[config.mk]
export PLATFORM = sky130hd
export DESIGN_NAME = dot_product_sequencer
export DESIGN_NICKNAME = d
export VERILOG_FILES = /design/src/rtl/nna_mac_pkg.sv /design/src/rtl/sat_accumulator.sv /design/src/rtl/dot_product_sequencer.sv
export SDC_FILE = /design/constraint.sdc
export NUM_CORES = 1
export LEC_CHECK = 0
export ABC_AREA = 1
export CAP_MARGIN = 30
export CORE_MARGIN = 3
export CORE_UTILIZATION = 45
export CTS_CLUSTER_SIZE = 10
export DETAILED_ROUTE_END_ITERATION = 8
export PLACE_DENSITY = 0.71
export SYNTH_ARGS = -nofsm -noshare
export SYNTH_HDL_FRONTEND = slang
export SYNTH_HIERARCHICAL = 1
export SYNTH_SLANG_ARGS = --single-unit
[constraint.sdc]
create_clock -name clk -period 6.5 [get_ports clk]
set_input_delay 1.3 -clock clk [delete_from_list [all_inputs] [get_ports clk]]
set_output_delay 1.3 -clock clk [all_outputs]
set_load 0.05 [all_outputs]
[src/rtl/nna_mac_pkg.sv]
// nna_mac_pkg
//   Shared definitions for the dot-product sequencer slice:
//   - state_t          : sequencer FSM state encoding
//   - DEF_*            : default widths
//   - SAT_MAX/SAT_MIN  : saturation limits of a w-bit signed value (w <= 63)
package nna_mac_pkg;

   typedef enum logic [1:0] {
      IDLE  = 2'd0,
      RUN   = 2'd1,
      DRAIN = 2'd2,
      DONE  = 2'd3
   } state_t;

   localparam int unsigned DEF_DATA_W     = 8;
   localparam int unsigned DEF_ACC_W      = 24;
   localparam int unsigned DEF_LEN_W      = 8;
   localparam int unsigned DEF_APPROX_LSB = 4;

   function automatic longint SAT_MAX(input int unsigned w);
      return (longint'(1) <<< (w - 1)) - longint'(1);
   endfunction

   function automatic longint SAT_MIN(input int unsigned w);
      return -(longint'(1) <<< (w - 1));
   endfunction

endpackage

[src/rtl/sat_accumulator.sv]
// sat_accumulator
//   Signed saturating accumulator. Each enabled cycle adds a sign-extended
//   product in ACC_W+1 bits; on overflow the register clamps to the
//   ACC_W-bit signed limit and the sticky sat flag is set.
//   Optional build macro APPROX_ACC_EN: zero the low APPROX_LSB product
//   bits before accumulation.
// Ports:
//   clk, rst  : clock, synchronous active-high reset
//   clr       : clear accumulator and sat (start of a job)
//   add_en    : accumulate product this cycle
//   product   : PROD_W-bit signed product
//   acc, sat  : accumulator value, sticky saturation flag
import nna_mac_pkg::*;

module sat_accumulator #(
   parameter int unsigned PROD_W     = 2 * DEF_DATA_W,
   parameter int unsigned ACC_W      = DEF_ACC_W,
   parameter int unsigned APPROX_LSB = DEF_APPROX_LSB
) (
   input  logic              clk,
   input  logic              rst,
   input  logic              clr,
   input  logic              add_en,
   input  logic [PROD_W-1:0] product,
   output logic [ACC_W-1:0]  acc,
   output logic              sat
);

`ifdef APPROX_ACC_EN
   localparam bit APPROX_ON = 1'b1;
`else
   localparam bit APPROX_ON = 1'b0;
`endif

   localparam logic [ACC_W-1:0] ACC_MAX = ACC_W'(SAT_MAX(ACC_W));
   localparam logic [ACC_W-1:0] ACC_MIN = ACC_W'(SAT_MIN(ACC_W));

   logic [PROD_W-1:0] prod_eff;
   logic [ACC_W:0]    prod_ext;
   logic [ACC_W:0]    sum;
   logic              ovf;

   always_comb begin
      prod_eff = product;
      if (APPROX_ON) begin
         for (int unsigned i = 0; i < APPROX_LSB; i++) begin
            prod_eff[i] = 1'b0;
         end
      end
      prod_ext = {{(ACC_W + 1 - PROD_W){prod_eff[PROD_W-1]}}, prod_eff};
      sum      = {acc[ACC_W-1], acc} + prod_ext;
      // top two bits of the widened sum disagree only on signed overflow
      ovf      = sum[ACC_W] ^ sum[ACC_W-1];
   end

   always_ff @(posedge clk) begin
      if (rst || clr) begin
         acc <= '0;
         sat <= 1'b0;
      end else if (add_en) begin
         if (ovf) begin
            acc <= sum[ACC_W] ? ACC_MIN : ACC_MAX;
            sat <= 1'b1;
         end else begin
            acc <= sum[ACC_W-1:0];
         end
      end
   end

endmodule

[src/rtl/dot_product_sequencer.sv]
// dot_product_sequencer
//   Sequences one signed dot-product job of len operand pairs through a
//   registered multiply stage into a saturating accumulator.
//   Build macro APPROX_ACC_EN (in sat_accumulator) selects truncated
//   accumulation; default build is exact.
// Ports:
//   clk, rst              : clock, synchronous active-high reset
//   start, len            : job request (sampled in IDLE), pair count
//   busy                  : not IDLE
//   in_valid/in_ready     : operand handshake, in_a/in_b signed operands
//   out_valid/out_ready   : result handshake
//   out_data, out_sat     : result and sticky saturation flag
import nna_mac_pkg::*;

module dot_product_sequencer #(
   parameter int unsigned DATA_W     = DEF_DATA_W,
   parameter int unsigned ACC_W      = DEF_ACC_W,
   parameter int unsigned LEN_W      = DEF_LEN_W,
   parameter int unsigned APPROX_LSB = DEF_APPROX_LSB
) (
   input  logic              clk,
   input  logic              rst,
   input  logic              start,
   input  logic [LEN_W-1:0]  len,
   output logic              busy,
   input  logic              in_valid,
   output logic              in_ready,
   input  logic [DATA_W-1:0] in_a,
   input  logic [DATA_W-1:0] in_b,
   output logic              out_valid,
   input  logic              out_ready,
   output logic [ACC_W-1:0]  out_data,
   output logic              out_sat
);

   localparam int unsigned PROD_W = 2 * DATA_W;

   state_t            state;
   logic [LEN_W-1:0]  count;
   logic              p_valid;
   logic [PROD_W-1:0] p_data;
   logic [PROD_W-1:0] a_ext;
   logic [PROD_W-1:0] b_ext;
   logic [PROD_W-1:0] prod_c;
   logic              hs;
   logic              acc_clr;

   // low PROD_W bits of the product of sign-extended operands are the
   // exact signed product
   assign a_ext   = {{DATA_W{in_a[DATA_W-1]}}, in_a};
   assign b_ext   = {{DATA_W{in_b[DATA_W-1]}}, in_b};
   assign prod_c  = a_ext * b_ext;
   assign hs      = in_valid && in_ready;
   // every accepted start clears, so a len==0 job reports 0 / no saturation
   assign acc_clr = (state == IDLE) && start;

   always_ff @(posedge clk) begin
      if (rst) begin
         state     <= IDLE;
         count     <= '0;
         p_valid   <= 1'b0;
         p_data    <= '0;
         in_ready  <= 1'b0;
         out_valid <= 1'b0;
         busy      <= 1'b0;
      end else begin
         p_valid <= 1'b0;
         case (state)
            IDLE: begin
               if (start) begin
                  busy <= 1'b1;
                  if (len != '0) begin
                     count    <= len;
                     in_ready <= 1'b1;
                     state    <= RUN;
                  end else begin
                     out_valid <= 1'b1;
                     state     <= DONE;
                  end
               end
            end
            RUN: begin
               if (hs) begin
                  p_data  <= prod_c;
                  p_valid <= 1'b1;
                  count   <= count - 1'b1;
                  if (count == LEN_W'(1)) begin
                     in_ready <= 1'b0;
                     state    <= DRAIN;
                  end
               end
            end
            DRAIN: begin
               out_valid <= 1'b1;
               state     <= DONE;
            end
            DONE: begin
               if (out_ready) begin
                  out_valid <= 1'b0;
                  busy      <= 1'b0;
                  state     <= IDLE;
               end
            end
            default: state <= IDLE;
         endcase
      end
   end

   // accumulator register doubles as the result register; it is frozen
   // from DONE until the next accepted start
   sat_accumulator #(
      .PROD_W    (PROD_W),
      .ACC_W     (ACC_W),
      .APPROX_LSB(APPROX_LSB)
   ) u_acc (
      .clk    (clk),
      .rst    (rst),
      .clr    (acc_clr),
      .add_en (p_valid),
      .product(p_data),
      .acc    (out_data),
      .sat    (out_sat)
   );

endmodule

==> summary.md <==
| Metric | Value |
|---|---|
| Initial DRC Count | 366 |
| WL final | 15440 um |
| Sequential fraction of design power | 0.205 |
| Total CTS buffers | 5 |
| Sequential share of the synthesized area | 0.1596 |
| # rows | 44 |
| Reg2reg start | p_data[15]$_SDFFE_PP0P_ |
| First-pass GRT wire length | 28010 um |
| Status | finished, final reports clean |
| Leak pwr | 0.004198 uW |
| Synth cell types | 38 |
| Min-Delay Endpoint | u_acc/sat$_SDFFE_PP0P_ |
| CP Cell Sequence | clkdlybuf4s50_1 > nand2_1 > inv_1 > fa_1 > inv_1 > fa_1 > inv_1 > fa_1 > inv_1 > fa_1 > inv_1 > ha_1 > nand2_1 > nor2_1 > nand2_1 > nor2_1 > inv_1 > nand3_1 > nand3_1 > nand3_1 > nand2_1 > inv_1 |
| Critical path capture point type | flip-flop |
| Worst skew pair latency | 290 ps |
| Crit Path Category | in2reg |
| Hold path startpoint | u_acc/sat$_SDFFE_PP0P_ |
| Worst-margin pin slew | 922.5 ps |
| Share of cells above drive strength 1 | 0.04869 |
| CP most frequent cell | inv_1 |
| HP Class | reg2reg |
| Initial antenna violation count | 0 |
| Startpoint Class | input port |
| Vias in the first global route | 6198 |
| Dpl cells | 1245 |
| PD cells | 262.1 mW/mm^2 |
| Die area | 0.01685 mm^2 |
| Hold Buf Count CTS | 0 |
| Reg2reg path depth | 10 |
| GRT Total Usage | 0.1984 |
| Post-DP HPWL | 12770 um |
| Max Freq | 0.1768 GHz |
| Ports | 57 |
| Synthesis-to-finish area growth | 11.73% |
| Setup TNS | 0 ps |
| # diodes | 0 |
| R2R Setup Slk | 3550 ps |
| Vias | 6236 |
| Pint | 1047 uW |
| Slew margin rel. | 0.3836 |
| Total congestion overflow | 0 |
| Port-buffer cells | 56 |
| RePlAce Congestion | 0.9065 |
| Synth area leader | fa_1 |
| Clock power frac | 0.151 |
| Worst hold stages | 2 |
| Die X | 129.8 um |
| DP Area | 0.007546 mm^2 |
| Residual DRC count | 0 |
| TritonCTS clock tree | built |
| Routed vias/inst | 4.981 |
| RR Endpoint | u_acc/acc[17]$_SDFFE_PP0P_ |
| WL per Instance | 12.33 um |
| Net Sw Frac | 0.4819 |
| Final setup violation count | 0 |
| Nets@finish | 1212 |
| Combinational power share | 0.644 |
| Area of the core | 0.01475 mm^2 |
| Pin count of the biggest net entering global routing | 27 |
| Final period util | 0.8704 |
| Cell Area, Synth | 0.006899 mm^2 |
| P_sw | 973.4 uW |
| Final Cell Area | 0.007709 mm^2 |
| CTS root buffer | clkbuf_16 |
| First drt pass iteration count | 6 |
| Post CTS Setup Buffer Count | 0 |
| Mapped Cells | 1033 |
| Seq cells post-synth | 55 |
| Die Y | 129.8 um |
| Antenna viol nets, final | 0 |
| Post-synth top area share | 0.1625 |
| Fin. max-slew vios | 0 |
| Peak supply drop | 0.0001959 V |
| Post-route insts no fill | 1252 |
| H-tree lvl count | 2 |
| Reg clk slew, reported paths | 70 ps |
| Max clock buf depth | 2 |
| CP peak stage delay | 600 ps |
| Syn avg cell area | 6.679 um^2 |
| Worst path required time | 6730 ps |
| Fin. Hold Viols | 0 |
| Syn_nets | 1177 |
| Clock Sinks | 55 |
| Clk_skew | 10.78 ps |
| Ys Warns | 6 |
| Max-Cap Viols | 0 |
| Crit-path slowest cell | fa_1 |
| Worst Path Max Fanout | 8 |
| Most area-consuming cells after synthesis | fa_1, dfxtp_1, nand2_1 |
| Min Tclk post-route | 5658 ps |
| RSZ-0062 raised after global routing | no |
| Initial core utilization | 0.4676 |
| CTS resizes | 0 |
| CP arrival | 5890 ps |
-- worst max path at each step --
stage / depth (start not counted) / startpoint / end
CTS: 22 / in_b[2] / p_data[15]$_SDFFE_PP0P_
global route: 22 / in_b[2] / p_data[15]$_SDFFE_PP0P_
finish: 22 / in_b[2] / p_data[15]$_SDFFE_PP0P_
floorplan: 21 / in_a[7] / p_data[15]$_SDFFE_PP0P_
global placement: 21 / in_b[2] / p_data[15]$_SDFFE_PP0P_
detailed placement: 21 / in_b[2] / p_data[15]$_SDFFE_PP0P_
-- per-stage QoR --
stage / worst slack (ps) / util / hold slack (ps) / power [uW]
2_1_floorplan: 1332 / - / 449.7 / 1473
3_3_place_gp: 716.9 / 0.5114 / 455.0 / 1707
3_5_place_dp: 573.5 / 0.5114 / 458.9 / 1721
4_1_cts: 850.4 / 0.5225 / 476.2 / 2034
5_1_grt: 461.7 / 0.5225 / 508.3 / 2277
6_report: 842.3 / 0.5225 / 466.8 / 2020
-- area by class of cell --
cell class	instances	area, um^2
Clock inverter	2	37.54
Sequential cell	55	1101
Tap cell	184	230.2
Clock buffer	5	125.1
Multi-Input combinational cell	723	4791
Fill cell	1469	7046
Inverter	224	840.8
Timing Repair Buffer	59	583.1
-- sequential cells by signal (all words and copies together) (netlist names) --
name / count
busy: 1
in_ready: 1
p_valid: 1
p_data: 16
u_acc/acc: 24
count: 8
state: 2
out_valid: 1
u_acc/sat: 1
-- power groups by stage --
stage               combinational, uW  sequential [uW]  clock [uW]
floorplan                        1020              450           0
global placement                 1290              421           0
detailed placement               1300              421           0
CTS                              1310              415         311
global route                     1530              423         326
finish                           1300              415         305
-- cell families (layout without fill, tap and decap cells) --
| kind of cell | after synthesis | after routing | synth area share |
|---|---|---|---|
| AO/OA/AOI/OAI | 149 | 149 | 0.1291 |
| buffers and inverters | 255 | 290 | 0.1460 |
| AND/OR/NAND/NOR | 436 | 436 | 0.2666 |
| XOR/XNOR | 23 | 23 | 0.02920 |
| adder cells (fa/ha/maj) | 115 | 115 | 0.2695 |
| flip-flops | 55 | 55 | 0.1596 |
-- critical path: cells and delay by family --
kind	cells	cell delay, ps
fa+ha+maj	5	2560
buf+inv	8	1090
simple gates	9	940
-- layout by cell type, fill, tap and decap left out, types with 3 or more instances in the layout --
cell,instances
xnor2_1,9
a31oi_1,4
nand3b_1,5
a21oi_2,18
nor3_1,8
nand3_1,45
and2_1,3
clkbuf_16,5
nand2_1,262
a21oi_1,48
a21o_1,3
nor2_2,4
nor2_1,80
ha_1,59
dfxtp_1,55
inv_1,222
xor2_1,14
o21a_1,6
nand4_1,11
o21ai_1,3
nand2_2,9
buf_4,3
o21ai_0,55
clkdlybuf4s50_1,56
fa_1,56
o21bai_1,7
-- synth_stat cells --
cell type	n
inv_1	222
nand3_1	45
ha_1	59
dfxtp_1	55
nand3b_1	5
o21bai_1	7
or2_2	2
xor2_1	14
nor4_1	1
nand3_2	1
buf_2	3
nor2_1	80
a211oi_2	2
a21oi_4	1
nor3_1	8
nand3b_4	1
a31oi_1	4
nand2_1	262
nand4_1	11
inv_2	2
fa_1	56
o21ai_1	3
and2_1	3
buf_12	1
o21a_1	6
a21o_1	3
nor2_2	4
nand2_2	9
nor2_4	2
xnor2_1	9
or2_1	2
buf_6	4
o221ai_1	1
a21oi_1	48
a21oi_2	18
o211ai_1	1
clkbuf_1	23
o21ai_0	55
-- layer usage --
layer | vias to the layer above | global-route usage | part of all wire
li1 | 3237 | - | -
met1 | 2860 | 0.2691 | 0.47
met2 | 120 | 0.3473 | 0.48
met3 | 19 | 0.01883 | 0.036
met4 | 0 | 0.03851 | 0.016
met5 | - | 0 | 0
(Power assumes the default switching activity.)
